==> src/rtl/ulpi_pkg.sv <==
// ulpi_pkg: shared ULPI link constants, RX CMD field layout and link FSM state encoding.
package ulpi_pkg;

  localparam logic [7:0] TXCMD_TX   = 8'h40;
  localparam logic [7:0] TXCMD_REGW = 8'h80;
  localparam logic [7:0] TXCMD_REGR = 8'hC0;
  localparam logic [7:0] TXCMD_EXTW = 8'hAF;
  localparam logic [7:0] TXCMD_EXTR = 8'hEF;

  localparam int RXCMD_LS_LSB   = 0;
  localparam int RXCMD_VBUS_LSB = 2;
  localparam int RXCMD_EV_LSB   = 4;

  typedef enum logic [1:0] {
    RXEV_IDLE     = 2'b00,
    RXEV_ACTIVE   = 2'b01,
    RXEV_HOSTDISC = 2'b10,
    RXEV_ERROR    = 2'b11
  } rxevent_e;

  typedef enum logic [3:0] {
    ST_IDLE,
    ST_TX_CMD,
    ST_TX_DATA,
    ST_TX_STP,
    ST_REG_CMD,
    ST_REG_EXT,
    ST_REG_WDATA,
    ST_REG_STP,
    ST_REG_TURN,
    ST_REG_RDATA,
    ST_BUS_PHY
  } state_e;

endpackage

==> src/rtl/ulpi_if.sv <==
// ulpi_if: ULPI pin bundle plus the register, TX and RX streams toward the USB core.
interface ulpi_if;
  logic       ulpi_dir;
  logic       ulpi_nxt;
  logic [7:0] ulpi_data_in;
  logic       ulpi_stp;
  logic [7:0] ulpi_data_out;

  logic       reg_req;
  logic       reg_we;
  logic [7:0] reg_addr;
  logic [7:0] reg_wdata;
  logic       reg_ack;
  logic [7:0] reg_rdata;
  logic       reg_err;

  logic       tx_valid;
  logic       tx_ready;
  logic [7:0] tx_data;
  logic       tx_last;

  logic       rx_valid;
  logic [7:0] rx_data;
  logic       rx_active;
  logic       rx_error;
  logic [1:0] line_state;
  logic [1:0] vbus_state;
  logic       host_disc;

  modport master (
    input  ulpi_dir, ulpi_nxt, ulpi_data_in,
    output ulpi_stp, ulpi_data_out,
    input  reg_req, reg_we, reg_addr, reg_wdata,
    output reg_ack, reg_rdata, reg_err,
    input  tx_valid, tx_data, tx_last,
    output tx_ready,
    output rx_valid, rx_data, rx_active, rx_error, line_state, vbus_state, host_disc
  );

  modport slave (
    output ulpi_dir, ulpi_nxt, ulpi_data_in,
    input  ulpi_stp, ulpi_data_out,
    output reg_req, reg_we, reg_addr, reg_wdata,
    input  reg_ack, reg_rdata, reg_err,
    output tx_valid, tx_data, tx_last,
    input  tx_ready,
    input  rx_valid, rx_data, rx_active, rx_error, line_state, vbus_state, host_disc
  );
endinterface

==> src/rtl/ulpi_rxcmd_dec.sv <==
// ulpi_rxcmd_dec: tracks bus turnaround and decodes PHY-driven cycles into RX bytes
// and RX CMD status fields.
module ulpi_rxcmd_dec
  import ulpi_pkg::*;
(
  input  logic       i_clk,
  input  logic       i_rst,
  input  logic       i_dir,
  input  logic       i_nxt,
  input  logic [7:0] i_data,
  input  logic       i_rd_cyc,
  output logic       o_turn,
  output logic       o_dir_rise,
  output logic       o_rx_valid,
  output logic [7:0] o_rx_data,
  output logic       o_rx_active,
  output logic       o_rx_error,
  output logic [1:0] o_line_state,
  output logic [1:0] o_vbus_state,
  output logic       o_host_disc
);

  logic     r_dir_q;
  rxevent_e w_ev;
  logic     w_unused_id;

  assign o_turn      = i_dir ^ r_dir_q;
  assign o_dir_rise  = i_dir & ~r_dir_q;
  assign w_ev        = rxevent_e'(i_data[RXCMD_EV_LSB +: 2]);
  assign w_unused_id = ^i_data[7:6];

  always_ff @(posedge i_clk) begin
    if (i_rst) begin
      r_dir_q      <= 1'b0;
      o_rx_valid   <= 1'b0;
      o_rx_data    <= 8'h00;
      o_rx_active  <= 1'b0;
      o_rx_error   <= 1'b0;
      o_line_state <= 2'b00;
      o_vbus_state <= 2'b00;
      o_host_disc  <= 1'b0;
    end else begin
      r_dir_q    <= i_dir;
      o_rx_valid <= 1'b0;
      // A register-read data cycle looks like an RX CMD on the pins; skip it.
      if (i_dir && !o_turn && !i_rd_cyc) begin
        if (i_nxt) begin
          o_rx_valid  <= 1'b1;
          o_rx_data   <= i_data;
          o_rx_active <= 1'b1;
        end else begin
          o_line_state <= i_data[RXCMD_LS_LSB +: 2];
          o_vbus_state <= i_data[RXCMD_VBUS_LSB +: 2];
          o_rx_active  <= (w_ev == RXEV_ACTIVE) || (w_ev == RXEV_ERROR);
          o_rx_error   <= (w_ev == RXEV_ERROR);
          o_host_disc  <= (w_ev == RXEV_HOSTDISC);
        end
      end else if (o_dir_rise && i_nxt) begin
        o_rx_active <= 1'b1;
      end else if (!i_dir && r_dir_q) begin
        // PHY releasing the bus ends any receive in progress.
        o_rx_active <= 1'b0;
      end
    end
  end

endmodule

==> src/rtl/ulpi_link.sv <==
// ulpi_link: ULPI link-side controller (register access, TX packets, RX decode).
// Define ULPI_EXT_REG_EN to enable extended register addressing (REG_EXT state).
module ulpi_link
  import ulpi_pkg::*;
#(
  parameter int unsigned REG_RETRY_MAX = 4
) (
  input logic    i_ulpi_clk,
  input logic    i_ulpi_rst,
  ulpi_if.master bus
);

  localparam logic [7:0] RETRY_LIM = 8'(REG_RETRY_MAX);

  state_e     r_state;
  state_e     w_next;
  logic       w_abort;
  logic [7:0] r_retry;
  logic       r_drain;
  logic [7:0] r_tx_hold;
  logic       w_retry_last;
  logic       w_ext;
  logic [7:0] w_drive;
  logic       w_stp;
  logic       w_ack;
  logic       w_err;
  logic [7:0] w_rdata;
  logic       w_tx_ready;

  logic       w_turn;
  logic       w_dir_rise;
  logic       w_rx_valid;
  logic [7:0] w_rx_data;
  logic       w_rx_active;
  logic       w_rx_error;
  logic [1:0] w_line_state;
  logic [1:0] w_vbus_state;
  logic       w_host_disc;

`ifdef ULPI_EXT_REG_EN
  assign w_ext = (bus.reg_addr > 8'h3F) || (bus.reg_addr == 8'h2F);
`else
  logic w_unused_addr;
  assign w_ext         = 1'b0;
  assign w_unused_addr = ^bus.reg_addr[7:6];
`endif

  assign w_retry_last = (RETRY_LIM != 8'd0) && ((r_retry + 8'd1) == RETRY_LIM);

  ulpi_rxcmd_dec u_dec (
    .i_clk        (i_ulpi_clk),
    .i_rst        (i_ulpi_rst),
    .i_dir        (bus.ulpi_dir),
    .i_nxt        (bus.ulpi_nxt),
    .i_data       (bus.ulpi_data_in),
    .i_rd_cyc     (r_state == ST_REG_RDATA),
    .o_turn       (w_turn),
    .o_dir_rise   (w_dir_rise),
    .o_rx_valid   (w_rx_valid),
    .o_rx_data    (w_rx_data),
    .o_rx_active  (w_rx_active),
    .o_rx_error   (w_rx_error),
    .o_line_state (w_line_state),
    .o_vbus_state (w_vbus_state),
    .o_host_disc  (w_host_disc)
  );

  always_ff @(posedge i_ulpi_clk) begin
    if (i_ulpi_rst) r_state <= ST_IDLE;
    else            r_state <= w_next;
  end

  always_comb begin
    w_next  = r_state;
    w_abort = 1'b0;
    case (r_state)
      ST_IDLE: begin
        if (bus.ulpi_dir)                      w_next = ST_BUS_PHY;
        else if (!w_turn && bus.reg_req)       w_next = ST_REG_CMD;
        else if (!w_turn && bus.tx_valid && !r_drain) w_next = ST_TX_CMD;
      end
      ST_TX_CMD: begin
        if (w_dir_rise)                        w_next = ST_BUS_PHY;
        else if (bus.ulpi_nxt && bus.tx_valid) w_next = bus.tx_last ? ST_TX_STP : ST_TX_DATA;
      end
      ST_TX_DATA: begin
        if (w_dir_rise)                        w_next = ST_BUS_PHY;
        else if (bus.ulpi_nxt && bus.tx_valid && bus.tx_last) w_next = ST_TX_STP;
      end
      ST_TX_STP:   w_next = ST_IDLE;
      ST_REG_CMD: begin
        if (w_dir_rise)        w_abort = 1'b1;
        else if (bus.ulpi_nxt) w_next = w_ext ? ST_REG_EXT : (bus.reg_we ? ST_REG_WDATA : ST_REG_TURN);
      end
`ifdef ULPI_EXT_REG_EN
      ST_REG_EXT: begin
        if (w_dir_rise)        w_abort = 1'b1;
        else if (bus.ulpi_nxt) w_next = bus.reg_we ? ST_REG_WDATA : ST_REG_TURN;
      end
`endif
      ST_REG_WDATA: begin
        if (w_dir_rise)        w_abort = 1'b1;
        else if (bus.ulpi_nxt) w_next = ST_REG_STP;
      end
      ST_REG_STP:  w_next = ST_IDLE;
      ST_REG_TURN: begin
        // nxt with the turnaround means the PHY started a receive instead of returning data.
        if (w_dir_rise && bus.ulpi_nxt) w_abort = 1'b1;
        else if (w_dir_rise)            w_next = ST_REG_RDATA;
      end
      ST_REG_RDATA: w_next = ST_IDLE;
      ST_BUS_PHY: begin
        if (!bus.ulpi_dir) w_next = ST_IDLE;
      end
      default:     w_next = ST_IDLE;
    endcase
    if (w_abort) w_next = ST_BUS_PHY;
  end

  always_comb begin
    w_drive    = 8'h00;
    w_stp      = 1'b0;
    w_ack      = 1'b0;
    w_err      = 1'b0;
    w_rdata    = 8'h00;
    w_tx_ready = r_drain;
    case (r_state)
      ST_TX_CMD: begin
        w_drive    = TXCMD_TX | {4'h0, bus.tx_data[3:0]};
        w_tx_ready = bus.ulpi_nxt & ~bus.ulpi_dir;
      end
      ST_TX_DATA: begin
        w_drive    = bus.tx_valid ? bus.tx_data : r_tx_hold;
        w_tx_ready = bus.ulpi_nxt & ~bus.ulpi_dir;
      end
      ST_TX_STP:  w_stp = 1'b1;
      ST_REG_CMD: begin
        if (w_ext) w_drive = bus.reg_we ? TXCMD_EXTW : TXCMD_EXTR;
        else       w_drive = (bus.reg_we ? TXCMD_REGW : TXCMD_REGR) | {2'b00, bus.reg_addr[5:0]};
      end
`ifdef ULPI_EXT_REG_EN
      ST_REG_EXT:   w_drive = bus.reg_addr;
`endif
      ST_REG_WDATA: w_drive = bus.reg_wdata;
      ST_REG_STP: begin
        w_stp = 1'b1;
        w_ack = 1'b1;
      end
      ST_REG_RDATA: begin
        w_ack   = 1'b1;
        w_rdata = bus.ulpi_data_in;
      end
      default: ;
    endcase
    if (w_abort && w_retry_last) begin
      w_ack = 1'b1;
      w_err = 1'b1;
    end
  end

  always_ff @(posedge i_ulpi_clk) begin
    if (i_ulpi_rst) begin
      r_retry   <= 8'd0;
      r_drain   <= 1'b0;
      r_tx_hold <= 8'h00;
    end else begin
      if (w_ack)        r_retry <= 8'd0;
      else if (w_abort) r_retry <= r_retry + 8'd1;
      if ((r_state == ST_TX_CMD || r_state == ST_TX_DATA) && w_dir_rise) r_drain <= 1'b1;
      else if (r_drain && bus.tx_valid && bus.tx_last)                     r_drain <= 1'b0;
      r_tx_hold <= w_drive;
    end
  end

  assign bus.ulpi_data_out = (bus.ulpi_dir || w_turn) ? 8'h00 : w_drive;
  assign bus.ulpi_stp      = w_stp;
  assign bus.reg_ack       = w_ack;
  assign bus.reg_err       = w_err;
  assign bus.reg_rdata     = w_rdata;
  assign bus.tx_ready      = w_tx_ready;
  assign bus.rx_valid      = w_rx_valid;
  assign bus.rx_data       = w_rx_data;
  assign bus.rx_active     = w_rx_active;
  assign bus.rx_error      = w_rx_error;
  assign bus.line_state    = w_line_state;
  assign bus.vbus_state    = w_vbus_state;
  assign bus.host_disc     = w_host_disc;

endmodule
==> src/flat_wrapper.sv <==
// flat-port wrapper written by rule: the top's interface ports become plain ports
module ulpi_link_flat import ulpi_pkg::*;
#(
  parameter int unsigned REG_RETRY_MAX = 4
)
  (i_ulpi_clk, i_ulpi_rst, bus_ulpi_dir, bus_ulpi_nxt, bus_ulpi_data_in, bus_ulpi_stp, bus_ulpi_data_out, bus_reg_req, bus_reg_we, bus_reg_addr, bus_reg_wdata, bus_reg_ack, bus_reg_rdata, bus_reg_err, bus_tx_valid, bus_tx_data, bus_tx_last, bus_tx_ready, bus_rx_valid, bus_rx_data, bus_rx_active, bus_rx_error, bus_line_state, bus_vbus_state, bus_host_disc);
  ulpi_if bus_i ();
  input logic i_ulpi_clk;
  input logic i_ulpi_rst;
  input wire logic [$bits(bus_i.ulpi_dir)-1:0] bus_ulpi_dir;
  input wire logic [$bits(bus_i.ulpi_nxt)-1:0] bus_ulpi_nxt;
  input wire logic [$bits(bus_i.ulpi_data_in)-1:0] bus_ulpi_data_in;
  output wire logic [$bits(bus_i.ulpi_stp)-1:0] bus_ulpi_stp;
  output wire logic [$bits(bus_i.ulpi_data_out)-1:0] bus_ulpi_data_out;
  input wire logic [$bits(bus_i.reg_req)-1:0] bus_reg_req;
  input wire logic [$bits(bus_i.reg_we)-1:0] bus_reg_we;
  input wire logic [$bits(bus_i.reg_addr)-1:0] bus_reg_addr;
  input wire logic [$bits(bus_i.reg_wdata)-1:0] bus_reg_wdata;
  output wire logic [$bits(bus_i.reg_ack)-1:0] bus_reg_ack;
  output wire logic [$bits(bus_i.reg_rdata)-1:0] bus_reg_rdata;
  output wire logic [$bits(bus_i.reg_err)-1:0] bus_reg_err;
  input wire logic [$bits(bus_i.tx_valid)-1:0] bus_tx_valid;
  input wire logic [$bits(bus_i.tx_data)-1:0] bus_tx_data;
  input wire logic [$bits(bus_i.tx_last)-1:0] bus_tx_last;
  output wire logic [$bits(bus_i.tx_ready)-1:0] bus_tx_ready;
  output wire logic [$bits(bus_i.rx_valid)-1:0] bus_rx_valid;
  output wire logic [$bits(bus_i.rx_data)-1:0] bus_rx_data;
  output wire logic [$bits(bus_i.rx_active)-1:0] bus_rx_active;
  output wire logic [$bits(bus_i.rx_error)-1:0] bus_rx_error;
  output wire logic [$bits(bus_i.line_state)-1:0] bus_line_state;
  output wire logic [$bits(bus_i.vbus_state)-1:0] bus_vbus_state;
  output wire logic [$bits(bus_i.host_disc)-1:0] bus_host_disc;
  assign bus_i.ulpi_dir = bus_ulpi_dir;
  assign bus_i.ulpi_nxt = bus_ulpi_nxt;
  assign bus_i.ulpi_data_in = bus_ulpi_data_in;
  assign bus_ulpi_stp = bus_i.ulpi_stp;
  assign bus_ulpi_data_out = bus_i.ulpi_data_out;
  assign bus_i.reg_req = bus_reg_req;
  assign bus_i.reg_we = bus_reg_we;
  assign bus_i.reg_addr = bus_reg_addr;
  assign bus_i.reg_wdata = bus_reg_wdata;
  assign bus_reg_ack = bus_i.reg_ack;
  assign bus_reg_rdata = bus_i.reg_rdata;
  assign bus_reg_err = bus_i.reg_err;
  assign bus_i.tx_valid = bus_tx_valid;
  assign bus_i.tx_data = bus_tx_data;
  assign bus_i.tx_last = bus_tx_last;
  assign bus_tx_ready = bus_i.tx_ready;
  assign bus_rx_valid = bus_i.rx_valid;
  assign bus_rx_data = bus_i.rx_data;
  assign bus_rx_active = bus_i.rx_active;
  assign bus_rx_error = bus_i.rx_error;
  assign bus_line_state = bus_i.line_state;
  assign bus_vbus_state = bus_i.vbus_state;
  assign bus_host_disc = bus_i.host_disc;
  ulpi_link #(.REG_RETRY_MAX(REG_RETRY_MAX)) u_core (.i_ulpi_clk(i_ulpi_clk), .i_ulpi_rst(i_ulpi_rst), .bus(bus_i));
endmodule
==> config.mk <==
export PLATFORM = sky130hd
export DESIGN_NAME = ulpi_link_flat
export DESIGN_NICKNAME = d
export VERILOG_FILES = /design/src/rtl/ulpi_pkg.sv /design/src/rtl/ulpi_if.sv /design/src/rtl/ulpi_rxcmd_dec.sv /design/src/rtl/ulpi_link.sv /design/src/flat_wrapper.sv
export SDC_FILE = /design/constraint.sdc
export NUM_CORES = 1
export LEC_CHECK = 0
export ABC_AREA = 0
export CAP_MARGIN = 0
export CELL_PAD_IN_SITES_DETAIL_PLACEMENT = 1
export CELL_PAD_IN_SITES_GLOBAL_PLACEMENT = 2
export CORE_ASPECT_RATIO = 0.5
export CORE_MARGIN = 5
export CORE_UTILIZATION = 26
export CTS_CLUSTER_DIAMETER = 200
export CTS_CLUSTER_SIZE = 30
export DETAILED_ROUTE_END_ITERATION = 10
export PLACE_DENSITY = 0.8
export SETUP_SLACK_MARGIN = 0.5
export SLEW_MARGIN = 0
export SYNTH_ARGS = -nofsm -noshare
export SYNTH_HDL_FRONTEND = slang
export SYNTH_HIERARCHICAL = 1
export SYNTH_SLANG_ARGS = --single-unit
==> constraint.sdc <==
create_clock -name i_ulpi_clk -period 3.4 [get_ports i_ulpi_clk]
set_input_delay 1.02 -clock i_ulpi_clk [delete_from_list [all_inputs] [get_ports i_ulpi_clk]]
set_output_delay 1.02 -clock i_ulpi_clk [all_outputs]
set_load 0.005 [all_outputs]
## After elaboration in Yosys (flattened, before gate mapping)

Index checks and enable logic that the tools add are counted.

- Add/sub/neg operators: 1
- Equality and inequality tests: 33
- Muxes and demuxes: 38
- Bitwise gates (word level): 8
- Reductions and logical operators: 34

Operators with widths:

| cell | number |
|---|---|
| $mux W4 | 16 |
| $pmux W8 S4 | 1 |
| $pmux W4 S7 | 1 |
| $mux W8 | 3 |
| $reduce_and A10 Y1 | 2 |
| $ne A3 B2 Y1 const B | 6 |
| $mux W1 | 15 |
| $reduce_or A2 Y1 | 7 |
| $logic_and A1 B1 Y1 | 13 |
| $eq A4 B3 Y1 const B | 3 |
| $eq A4 B4 Y1 const B | 3 |
| $ne A2 B2 Y1 const B | 6 |
| $ne A3 B1 Y1 const B | 3 |
| $add A8 B1 Y8 const B | 1 |
| $eq A4 B2 Y1 const B | 2 |
| $eq A8 B3 Y1 const B | 1 |
| $ne A4 B1 Y1 const B | 2 |
| $or A8 B6 Y8 | 1 |
| $mux W7 | 1 |
| $ne A5 B2 Y1 const B | 1 |
| $eq A2 B2 Y1 const B | 2 |
| $eq A4 B1 Y1 const B | 1 |
| $logic_not A1 Y1 | 4 |
| $logic_not A4 Y1 | 1 |
| other kinds (11) | 18 |

- Bits in registers: 38
- Input bits: 40
- Output and inout port bits: 36
- Word-level logic and storage cells: 127

## Longest topological paths before layout

- Depth after elaboration: 9
- Gate-level depth with buffers: 8
- Gate-level depth less buffers: 8

## By module

Netlist, hierarchy kept.

By module, submodules not included:

| module | times used | cells each | area each (um^2) | seq. area each (um^2) |
|---|---|---|---|---|
| ulpi_link | 1 | 182 | 1490.2 | 420.4 |
| ulpi_rxcmd_dec | 1 | 75 | 785.8 | 340.3 |

## Worst setup path before layout

No wires, ideal clock.

- Kind: input port to output port
- Start: input port bus_ulpi_dir
- End: output port bus_reg_ack
- Data arrival time: 2.171 ns
- Required time: 2.380 ns
- Slack: 0.209 ns
- Cell stages on the path: 7
- Path buffers: 1
- Cell sequence: ha_1 -> nand2b_1 -> a21oi_1 -> buf_6 -> and2_1 -> and4_1 -> a21o_1

- Cells in the longest elaborated chain, start to end: 6
- Elaborated cells on any way between the ends: 7
- Classes of those cells: mux (4); bitwise (1); reduce/logical (2)

RTL lines:

| what | line | RTL |
|---|---|---|
| start, declared | flat_wrapper.sv:10 | `input wire logic [$bits(bus_i.ulpi_dir)-1:0] bus_ulpi_dir;` |
| $and A1 B1 Y1 * | ulpi_rxcmd_dec.sv:28 | `assign o_dir_rise = i_dir & ~r_dir_q;` |
| $logic_and A1 B1 Y1 | ulpi_link.sv:108 | `if (w_dir_rise && bus.ulpi_nxt) w_abort = 1'b1;` |
| $mux W1 | ulpi_link.sv:108 |  |
| $pmux W1 S2 * | ulpi_link.sv:76 | `case (r_state)` |
| $logic_and A1 B1 Y1 * | ulpi_link.sv:155 | `if (w_abort && w_retry_last) begin` |
| $mux W1 * | ulpi_link.sv:155 |  |
| end, declared | flat_wrapper.sv:19 | `output wire logic [$bits(bus_i.reg_ack)-1:0] bus_reg_ack;` |

Every way passes the cells marked *; elsewhere a longest branch is shown, timed or not.

## Worst setup path in the final report

- Start: input port bus_ulpi_dir
- End: output port bus_reg_ack

- Cells in the longest elaborated chain, start to end: 6
- Elaborated cells on any way between the ends: 7
- Classes of those cells: mux (4); bitwise (1); reduce/logical (2)

RTL lines:

| what | line | RTL |
|---|---|---|
| $and A1 B1 Y1 * | ulpi_rxcmd_dec.sv:28 |  |
| named net u_core.w_dir_rise | ulpi_link.sv:31 | `logic w_dir_rise;` |
| $logic_and A1 B1 Y1 | ulpi_link.sv:108 |  |
| $mux W1 | ulpi_link.sv:108 |  |
| $pmux W1 S2 * | ulpi_link.sv:76 |  |
| $logic_and A1 B1 Y1 * | ulpi_link.sv:155 |  |
| $mux W1 * | ulpi_link.sv:155 |  |

Mark *: on every way through the listed nets, which the timed path passes. The rest lies on a longest branch.

==> qor.json <==
{
  "clock_tree": {
    "tritoncts_clock_tree": "built",
    "cts_hold_buf": 0,
    "cts_sinks": 38,
    "cts_made_buffers": 5,
    "clock_latency_reported_for_the_late_side_of_the_worst_skew_pair_ns": 0.28,
    "cts.root.buffer_cell": "sky130_fd_sc_hd__clkbuf_16",
    "cts_htree_levels": 2,
    "clk_path_buf_depth": 2,
    "clkSlewWorstSetupHoldPaths_ns": 0.06
  },
  "logic_synthesis": {
    "syn-cell-area_um2": 2280,
    "main_combinational_cell_family_by_area_after_synthesis": "simple AND/OR/NAND/NOR gates",
    "synth_edf_count": 0,
    "synth_compound_area_share_pct": 12.8,
    "yosys.area_share.simple_pct": 31.1,
    "async_flop_share_pct": 0,
    "synth.avg_cell_area_um2": 8.86,
    "post_synth_adder_cell_area_pct": 2.20,
    "ys.warnings.count": 6,
    "yosys-mux-area-fraction_pct": 11.2,
    "synth_xor_xnor_area_share_pct": 3.85,
    "main_flop_type_after_synthesis": "sky130_fd_sc_hd__dfxtp_1",
    "synth_top_area_cell": "sky130_fd_sc_hd__dfxtp_1",
    "synth.area.top_cells": "sky130_fd_sc_hd__dfxtp_1 33%, sky130_fd_sc_hd__mux2i_1 9.2%, sky130_fd_sc_hd__nand2b_1 7.7%, sky130_fd_sc_hd__nor2_1 6.1%, sky130_fd_sc_hd__and2_1 2.5%",
    "synth_sequential_area_ratio_pct": 33.4,
    "synth.ff_latch_count": 38,
    "synth_top_area_share_pct": 33.4,
    "synthCells": 257,
    "synthesis.nets": 301,
    "yosysUniqueCellTypes": 60
  },
  "global_route": {
    "grt_use_total_pct": 13.5,
    "first_global_vias": 2444,
    "grt_first_pass_wirelength_um": 12100,
    "grt_start_max_net_pins": 30,
    "globalRoute.totalOverflow": 0,
    "antenna_found_initial": 0
  },
  "pwr": {
    "ir_drop_worst_vdd_v": 0.000213,
    "report.power.total_w": 0.00167,
    "power_density_nw_per_um2": 470,
    "total_leakage_power_nw": 1.50
  },
  "run": {
    "cap_violations": 0
  },
  "layout": {
    "stdcell_count": 484,
    "n_antenna_cell": 0,
    "syn2layout_area_growth_pct": 55.7,
    "final_layout_size_suffix_gt1_share_pct": 29.4,
    "final_nets": 410
  },
  "min_path": {
    "min_path_type": "reg2reg",
    "startpoint_of_the_lowest_slack_hold_path": "u_core/u_dec/o_rx_data[7]",
    "timing.hold.worst_endpoint": "u_core/u_dec/o_rx_data[7]",
    "worstHoldPathCells": 2
  },
  "critical_path": {
    "regToRegStartpoint": "u_core/r_state[1]",
    "critical_path.reg2reg.endpoint": "u_core/r_state[0]",
    "crit_path_end_kind": "output port",
    "critical_path_peak_fanout": 3,
    "startpoint_type": "input pin",
    "ff2ff_setup_slack_ns": 1.42,
    "logic_depth_of_the_worst_register_to_register_path": 7,
    "worst_ep_required_time_ns": 2.38,
    "worstPathArrival_ns": 2.21,
    "timing.setup.critical_path_class": "in2out"
  },
  "placed_design": {
    "finalWeightedCongestion": 0.903,
    "dp_hpwl_um": 5650,
    "numPortBuffers": 73,
    "dp_slack_ns": -0.646,
    "dp.cells": 459
  },
  "route": {
    "met2WireLength_um": 3790,
    "drt_first_pass_iters": 5,
    "routed-wl-met3_um": 327,
    "vias": 2332,
    "routed_wire_length_per_instance_um": 15.6,
    "drt_iter0_markers": 87,
    "detailed_route_wl_um": 7550,
    "antenna_violating_nets_post_route": 0,
    "route.detailed.vias_per_inst": 4.82,
    "topRoutingLayerUsed": "met4",
    "route.layer.met1.wl_um": 3340,
    "detail_route.drc_violations": 0
  },
  "die": {
    "die_y_um": 76.2,
    "floorplan.initialDensity_pct": 26.4,
    "die-width_um": 142,
    "floorplan.die_area_um2": 10800,
    "io-pin-count": 76,
    "placementRows": 24,
    "core_area_um2": 8620
  },
  "sta": {
    "finalClockSkew_ns": 0.00323,
    "fin_crit_ns": 3.23,
    "worstMarginPinSlew_ns": 0.477,
    "timing.final.setup_violations": 0,
    "rsz0062_at_grt": "true",
    "layout_worst_path_cycle_share_pct": 94.9,
    "max_clock_freq_mhz": 310,
    "relSlewSlack_pct": 68.2,
    "postLayoutSetupSlackWorst_ns": 0.173,
    "final-hold-violation-count": 0,
    "final-max-slew-violation-count": 0
  },
  "run_status": {
    "status": "complete, no violations"
  }
}
area by class of cell:
class	count	area, µm²
Fill cell	1016	5070
Multi-Input combinational cell	199	1480
Timing Repair Buffer	115	977
Sequential cell	38	766
Tap cell	117	146
Clock buffer	7	143
Inverter	7	26.3
Clock inverter	1	5.00
how the worst max path moves through the flow:
stage / endpoint / depth (start not counted) / start
after CTS: bus_reg_ack / 10 / bus_ulpi_dir
after floorplan: bus_reg_ack / 7 / bus_ulpi_dir
after global placement: bus_ulpi_data_out[7] / 7 / bus_ulpi_dir
after detailed placement: bus_ulpi_data_out[7] / 7 / bus_ulpi_dir
final: bus_reg_ack / 10 / bus_ulpi_dir
after global routing: bus_reg_ack / 9 / bus_ulpi_nxt
routing by layer:
layer  up-vias  global-route usage, %
met5         -                      0
met4         0                   3.51
met3         9                   3.32
met2        56                   24.1
met1      1140                   16.2
li1       1127                      -
cell usage after synthesis, types with 3 or more instances:
| cell | number |
|---|---|
| sky130_fd_sc_hd__a21o_1 | 3 |
| sky130_fd_sc_hd__a21oi_1 | 4 |
| sky130_fd_sc_hd__and2_1 | 9 |
| sky130_fd_sc_hd__mux2i_1 | 21 |
| sky130_fd_sc_hd__buf_2 | 3 |
| sky130_fd_sc_hd__inv_1 | 7 |
| sky130_fd_sc_hd__and4_1 | 3 |
| sky130_fd_sc_hd__nor2_1 | 37 |
| sky130_fd_sc_hd__nor3_1 | 3 |
| sky130_fd_sc_hd__or3_1 | 3 |
| sky130_fd_sc_hd__ha_1 | 4 |
| sky130_fd_sc_hd__dfxtp_1 | 38 |
| sky130_fd_sc_hd__buf_6 | 5 |
| sky130_fd_sc_hd__xor2_1 | 4 |
| sky130_fd_sc_hd__mux2_2 | 4 |
| sky130_fd_sc_hd__xnor2_1 | 6 |
| sky130_fd_sc_hd__nand2_1 | 14 |
| sky130_fd_sc_hd__o21ai_0 | 5 |
| sky130_fd_sc_hd__a222oi_1 | 4 |
| sky130_fd_sc_hd__nor4_1 | 4 |
| sky130_fd_sc_hd__nand2b_1 | 28 |
through the flow:
stage / util, % / TNS, ns / area [µm²] / hold WS, ns
3_5_place_dp: 37.8 / -6.27 / 3260 / 0.465
6_report: 41.1 / 0 / 3540 / 0.476
3_3_place_gp: 37.8 / -5.82 / 3260 / 0.460
5_1_grt: 41.1 / 0 / 3540 / 0.510
2_1_floorplan: - / 0 / 2300 / 0.465
4_1_cts: 40.5 / 0 / 3490 / 0.476
what timing repair did:
action | CTS | global route
pin swaps | 19 | 9
endpoints found under the setup margin | 19 | 17
endpoints found under the hold margin | 0 | 0
resized for setup | 118 | 25
setup buffers | 12 | 5
state kept, by name, summed over array words and instances, names as in the netlist:
signal                     cells
u_core/u_dec/o_rx_data         8
u_core/u_dec/o_line_state      2
u_core/u_dec/o_rx_active       1
u_core/u_dec/o_rx_error        1
u_core/r_state                 4
u_core/u_dec/o_host_disc       1
u_core/u_dec/r_dir_q           1
u_core/u_dec/o_vbus_state      2
u_core/r_retry                 8
u_core/u_dec/o_rx_valid        1
u_core/r_drain                 1
u_core/r_tx_hold               8
critical path: stages:
cell and delay [ns]:
sky130_fd_sc_hd__buf_8 0.10, sky130_fd_sc_hd__ha_4 0.15, sky130_fd_sc_hd__nand2b_1 0.08, sky130_fd_sc_hd__a21oi_2 0.04, sky130_fd_sc_hd__and2_4 0.14, sky130_fd_sc_hd__and4_1 0.15, sky130_fd_sc_hd__buf_4 0.13, sky130_fd_sc_hd__buf_6 0.10
sky130_fd_sc_hd__a21o_1 0.16, sky130_fd_sc_hd__buf_2 0.13
layout by cell type, fill, tap and decap left out, types with 8 or more instances in the layout:
cell type	Yosys	routed
sky130_fd_sc_hd__dfxtp_1	38	34
sky130_fd_sc_hd__nand2b_1	28	28
sky130_fd_sc_hd__mux2i_1	21	21
sky130_fd_sc_hd__buf_4	2	38
sky130_fd_sc_hd__nor2_2	1	8
sky130_fd_sc_hd__buf_2	3	14
sky130_fd_sc_hd__nor2_1	37	28
sky130_fd_sc_hd__nand2_1	14	13
sky130_fd_sc_hd__dlygate4sd2_1	0	14
sky130_fd_sc_hd__and2_1	9	8
sky130_fd_sc_hd__clkdlybuf4s50_1	0	31
logic make-up after synthesis:
logic type	Yosys count
muxes	25
and+or+nand+nor	124
AOI/OAI and AO/OA	36
buffers and inverters	20
xor gates and xnor gates	10
DFF	38
adders and majority gates	4
report_power, final:
part	internal, W	switching, W
clock	0.000291	0.000183
sequential	0.000488	0.0000539
combinational	0.000341	0.000308
Power figures use the tool's default switching activity.
